<file path="src/rtl/wb_port_arbiter.sv">
// wb_port_arbiter
//   Merges two writeback requesters onto the single register-file write port.
//   A = ALU result, B = memory/load result. Each side has a one-entry holding
//   buffer. A combinational grant picks one full buffer per cycle, and the
//   write port is registered from the granted entry.
//
// Ports
//   clk, rst_n                : clock (rising edge), async active-low reset
//   a_valid/a_addr/a_data     : requester A write request
//   a_ready                   : A accepted when a_valid & a_ready
//   b_valid/b_addr/b_data     : requester B write request
//   b_ready                   : B accepted when b_valid & b_ready
//   sel                       : registered address-mux select, 1 = A, 0 = B
//   we/waddr/wdata            : registered register-file write port
//   conflicts                 : saturating count of cycles with both buffers full
module wb_port_arbiter #(
    parameter int AW = 5,
    parameter int DW = 32,
    parameter int CW = 16
) (
    input  logic          clk,
    input  logic          rst_n,
    input  logic          a_valid,
    input  logic [AW-1:0] a_addr,
    input  logic [DW-1:0] a_data,
    output logic          a_ready,
    input  logic          b_valid,
    input  logic [AW-1:0] b_addr,
    input  logic [DW-1:0] b_data,
    output logic          b_ready,
    output logic          sel,
    output logic          we,
    output logic [AW-1:0] waddr,
    output logic [DW-1:0] wdata,
    output logic [CW-1:0] conflicts
);

    // Holding buffers
    logic          full_a_q, full_a_d;
    logic [AW-1:0] addr_a_q, addr_a_d;
    logic [DW-1:0] data_a_q, data_a_d;
    logic          full_b_q, full_b_d;
    logic [AW-1:0] addr_b_q, addr_b_d;
    logic [DW-1:0] data_b_q, data_b_d;

    // Last-grant pointer: 1 = A was granted last, 0 = B
    logic          lg_a_q, lg_a_d;

    // Write port and statistics
    logic          sel_q, sel_d;
    logic          we_q, we_d;
    logic [AW-1:0] waddr_q, waddr_d;
    logic [DW-1:0] wdata_q, wdata_d;
    logic [CW-1:0] conflicts_q, conflicts_d;

    logic both_full;
    logic same_addr;
    logic grant_a;
    logic grant_b;
    logic acc_a;
    logic acc_b;

    assign both_full = full_a_q & full_b_q;
    assign same_addr = (addr_a_q == addr_b_q);

    // Equal destinations always go to B first: the load is older in program
    // order, so A's value must land last. Otherwise round-robin against lg.
    assign grant_a = full_a_q & (~full_b_q | (~same_addr & ~lg_a_q));
    assign grant_b = full_b_q & (~full_a_q | same_addr | lg_a_q);

    // A buffer being drained this cycle can take a new entry at the same edge.
    assign a_ready = ~full_a_q | grant_a;
    assign b_ready = ~full_b_q | grant_b;

    assign acc_a = a_valid & a_ready;
    assign acc_b = b_valid & b_ready;

    always_comb begin
        full_a_d    = full_a_q;
        addr_a_d    = addr_a_q;
        data_a_d    = data_a_q;
        full_b_d    = full_b_q;
        addr_b_d    = addr_b_q;
        data_b_d    = data_b_q;
        lg_a_d      = lg_a_q;
        sel_d       = sel_q;
        we_d        = 1'b0;
        waddr_d     = waddr_q;
        wdata_d     = wdata_q;
        conflicts_d = conflicts_q;

        // Unload on grant, then a same-cycle accept overrides with the reload.
        if (grant_a) full_a_d = 1'b0;
        if (grant_b) full_b_d = 1'b0;
        if (acc_a) begin
            full_a_d = 1'b1;
            addr_a_d = a_addr;
            data_a_d = a_data;
        end
        if (acc_b) begin
            full_b_d = 1'b1;
            addr_b_d = b_addr;
            data_b_d = b_data;
        end

        // Register zero is consumed and steers the port, but never written.
        if (grant_a) begin
            lg_a_d  = 1'b1;
            sel_d   = 1'b1;
            we_d    = (addr_a_q != '0);
            waddr_d = addr_a_q;
            wdata_d = data_a_q;
        end else if (grant_b) begin
            lg_a_d  = 1'b0;
            sel_d   = 1'b0;
            we_d    = (addr_b_q != '0);
            waddr_d = addr_b_q;
            wdata_d = data_b_q;
        end

        if (both_full && (conflicts_q != {CW{1'b1}}))
            conflicts_d = conflicts_q + 1'b1;
    end

    always_ff @(posedge clk or negedge rst_n) begin
        if (!rst_n) begin
            full_a_q    <= 1'b0;
            addr_a_q    <= '0;
            data_a_q    <= '0;
            full_b_q    <= 1'b0;
            addr_b_q    <= '0;
            data_b_q    <= '0;
            lg_a_q      <= 1'b0;
            sel_q       <= 1'b0;
            we_q        <= 1'b0;
            waddr_q     <= '0;
            wdata_q     <= '0;
            conflicts_q <= '0;
        end else begin
            full_a_q    <= full_a_d;
            addr_a_q    <= addr_a_d;
            data_a_q    <= data_a_d;
            full_b_q    <= full_b_d;
            addr_b_q    <= addr_b_d;
            data_b_q    <= data_b_d;
            lg_a_q      <= lg_a_d;
            sel_q       <= sel_d;
            we_q        <= we_d;
            waddr_q     <= waddr_d;
            wdata_q     <= wdata_d;
            conflicts_q <= conflicts_d;
        end
    end

    assign sel       = sel_q;
    assign we        = we_q;
    assign waddr     = waddr_q;
    assign wdata     = wdata_q;
    assign conflicts = conflicts_q;

endmodule

</file>
<file path="config.mk">
export PLATFORM = sky130hd
export DESIGN_NAME = wb_port_arbiter
export DESIGN_NICKNAME = d
export VERILOG_FILES = /design/src/rtl/wb_port_arbiter.sv
export SDC_FILE = /design/constraint.sdc
export NUM_CORES = 1
export LEC_CHECK = 0
export ABC_AREA = 0
export BUFFER_PORTS_ARGS = -buffer_cell sky130_fd_sc_hd__buf_2
export CELL_PAD_IN_SITES_DETAIL_PLACEMENT = 1
export CELL_PAD_IN_SITES_GLOBAL_PLACEMENT = 2
export CORE_MARGIN = 2
export CORE_UTILIZATION = 38
export DETAILED_ROUTE_END_ITERATION = 16
export PLACE_DENSITY_LB_ADDON = 0.2
export SETUP_SLACK_MARGIN = 0.4
export SLEW_MARGIN = 25
export SYNTH_ARGS = -nofsm -noshare
export SYNTH_HDL_FRONTEND = slang
export SYNTH_SLANG_ARGS = --single-unit
export TNS_END_PERCENT = 5
</file>
<file path="constraint.sdc">
create_clock -name clk -period 4.75 [get_ports clk]
set_clock_uncertainty 0.05 [all_clocks]
set_input_delay 0.2375 -clock clk [delete_from_list [all_inputs] [get_ports clk]]
set_output_delay 0.2375 -clock clk [all_outputs]
set_load 0.05 [all_outputs]
</file>
==> key figures <==
Clocking
  • Clock root cell: clkbuf_16
  • CTS resizes: 0
  • Hold Buf Count CTS: 57
  • Clock Sinks: about 130
  • Clock latency on the worst-skew pair: 0.41 ns
  • CTS buffer count: 17
  • Setup bufs post-CTS: 0
  • Clock buffer depth: 2
  • Clock slew at reported path FFs: 0.05 ns
  • CTS H-tree lvls: 4
  • CTS tree: built

Worst setup path
  • Buf+Inv Stages, Crit Path: 1
  • CP startpoint kind: flop
  • Max FO, Critical Path: 38
  • CP max-delay cell: dfrtp_2
  • Critical path's top delay family: compound AO/OA/AOI/OAI gates
  • WP data arrival: about 3.1 ns
  • Max stage delay on crit path: about 0.83 ns
  • Critical Path RT: 5.03 ns
  • CP cell instances: nand3_1 > o211ai_4 > buf_4 > nor2_1 > a21oi_1
  • Crit end category: flop
  • WS Path Type: flop to flop

Global routing
  • GR Overflow Total: 0
  • Largest net degree at the start of global routing: 76
  • Global Route Usage Sum: 0.182
  • Initial antenna violation count: 0
  • Global-route wire length before repair: 22.4 mm
  • Vias in the first global route: 4324

Pwr
  • Share of total power in the clock network: 0.249
  • P_int: about 2.9 mW
  • Peak supply drop: 0.301 mV
  • Combinational Power Share: 0.384
  • Sequential share of power: 0.367
  • PD cells: 646 mW/mm2
  • P_leak: 3.56 nW
  • Net load switching power: just under 2 mW
  • Switching share of power: 0.405

STA
  • Unrepaired setup endpoints after global routing: no
  • Worst-Margin Slew: 0.926 ns
  • Final Cycle Share: 0.593
  • Setup Viol. Count Final: 0
  • Post-route minimum period: roughly 2.8 ns
  • Setup TNS: 0 ns
  • Max-slew headroom: 0.380
  • Max Freq: about 0.36 GHz
  • Final-report hold violation count: 0
  • Fin. max-slew vios: 0

Floorplanning
  • Rows: 44
  • Die height: 126 um
  • Top Ports: 135
  • Initial Util: 0.389
  • Die area: 0.0158 mm2
  • Core region area: 0.0145 mm2
  • Width of the die: 126 um

Placement
  • RD Place Congestion: about 0.74
  • Placed Area: 0.00641 mm2
  • IO Port Bufs: 134
  • Final HPWL DP: 8.81 mm

Final layout
  • Diode count: 0
  • Nets: 695
  • Commonest non-fill, non-tap cell in the layout: buf_2
  • Most frequent cells in the layout: 133 x buf_2, 130 x dfrtp_1, 57 x dlygate4sd3_1
  • Layout cells sized above 1: 0.400
  • Cell area after layout: 0.00753 mm2
  • Filler Cell Count: 1499
  • Area growth syn-to-layout: 33.7%

Synthesis
  • Cell Area, Synth: 0.00563 mm2
  • Sequential-to-total area share from yosys stat: 0.582
  • Synth unique cells: 38
  • Synth Warn #: 0
  • Synth Instances: 421
  • Synthesis-stage register bit count: 131
  • Syn Nets: 500
  • Avg Cell Area, Syn: 13.4 um2

Drt
  • Routed Wire Length: 13.6 mm
  • Vias per cell: 4.84
  • 1st-iter DRT viols: ~160
  • Antenna-violating nets left: 0
  • TritonRoute pass-1 iters: 4
  • Residual DRC: 0
  • Via count: 3913
  • WL/cell: approximately 17 um

Outcome
  • Status: completed

Hold path
  • Worst min-delay path class: input port to flop

Run
  • Max cap viols: 0
-- worst register-to-register path, cell delays in order (launching register included) --
cell,delay [ns]
dfrtp_2,0.83
nand3_1,0.29
o211ai_4,0.80
buf_4,0.51
nor2_1,0.10
a21oi_1,0.16
-- final timing paths --
kind | start | to | slack, ns | cells after the start
worst min register to register | data_b_q[14] | data_b_q[14] | 0.46 | 1
worst max-delay path | full_b_q | waddr[1] | 1.93 | 5
max in group asynchronous | rst_n | waddr[4] | 3.09 | 3
worst min-delay path | a_data[11] | data_a_q[11] | 0.02 | 2
min in group asynchronous | rst_n | conflicts[7] | 0.36 | 2
worst max register to register | full_b_q | waddr[1] | 1.93 | 5
-- through the flow --
stage	hold slack (ns)	util	power [mW]	std cells	worst slack (ns)
4_1_cts	0.000539	0.520	4.93	809	1.90
5_1_grt	0.00438	0.520	5.14	809	1.64
6_report	0.0209	0.520	4.86	809	1.93
2_1_floorplan	-0.108	-	3.18	421	2.64
3_5_place_dp	0.262	0.443	3.65	724	1.94
3_3_place_gp	0.258	0.443	3.61	724	2.06
-- sequential cells by signal (all words and copies together) (netlist names), 5 cells and up --
name	count
wdata	32
data_b_q	32
waddr	5
data_a_q	32
conflicts	16
addr_b_q	5
addr_a_q	5
-- final cells by class --
| class | instances | area (um2) | share of cell area |
|---|---|---|---|
| Tap cell | 184 | 230 | 0.0306 |
| Inverter | 1 | 3.75 | 0.000499 |
| Multi-Input combinational cell | 270 | 2190 | 0.292 |
| Clock inverter | 5 | 53.8 | 0.00715 |
| Clock buffer | 23 | 488 | 0.0648 |
| Timing Repair Buffer | 195 | 1280 | 0.170 |
| Sequential cell | 131 | 3280 | 0.436 |
-- layer usage --
| metal | global-route usage | share of wire |
|---|---|---|
| met5 | 0 | 0 |
| met4 | 0.0529 | 0.012 |
| met1 | 0.231 | 0.45 |
| met3 | 0.0569 | 0.049 |
| met2 | 0.301 | 0.49 |
-- logic make-up (layout without fill, tap and decap cells) --
| logic type | after synthesis | in the layout | share of synthesized area |
|---|---|---|---|
| buffers and inverters | 20 | 224 | 0.0296 |
| AOI/OAI and AO/OA | 52 | 52 | 0.0522 |
| muxes | 112 | 112 | 0.236 |
| xor gates and xnor gates | 17 | 17 | 0.0264 |
| adders and majority gates | 1 | 1 | 0.00222 |
| DFF | 131 | 131 | 0.582 |
| and+or+nand+nor | 88 | 88 | 0.0713 |
-- Yosys cell counts, drive strengths merged --
library cell  instances  share of area
inv                   1        0.00067
nor2b                 1         0.0011
nor3b                 1         0.0013
clkbuf                7         0.0047
and4                  1         0.0016
buf                  12          0.024
nand2b                2         0.0022
a21oi                39          0.035
and3                  2         0.0022
o22ai                 1         0.0011
a31oi                 4         0.0044
o21bai                1         0.0020
nand2                18          0.013
mux2                 76           0.17
ha                    1         0.0022
nor3                  1        0.00089
o211ai                2         0.0036
o21ai                 3         0.0033
a21bo                 1         0.0018
or2                   2         0.0022
xnor2                17          0.026
and2                  1         0.0013
or4                   2         0.0029
nor2                 46          0.031
nand3                 7         0.0071
nand4                 4         0.0044
dfrtp               131           0.58
a211oi                1         0.0013
mux2i                36          0.064
-- power groups by stage --
| stage | sequential (mW) | clock, mW | combinational [mW] |
|---|---|---|---|
| after global placement | 1.80 | 0 | 1.81 |
| after global routing | 1.84 | 1.30 | 2.00 |
| after detailed placement | 1.80 | 0 | 1.85 |
| after CTS | 1.79 | 1.25 | 1.89 |
| final | 1.79 | 1.21 | 1.87 |
| after floorplan | 2.39 | 0 | 0.791 |
Note: power is estimated with default switching activity, not from simulation.
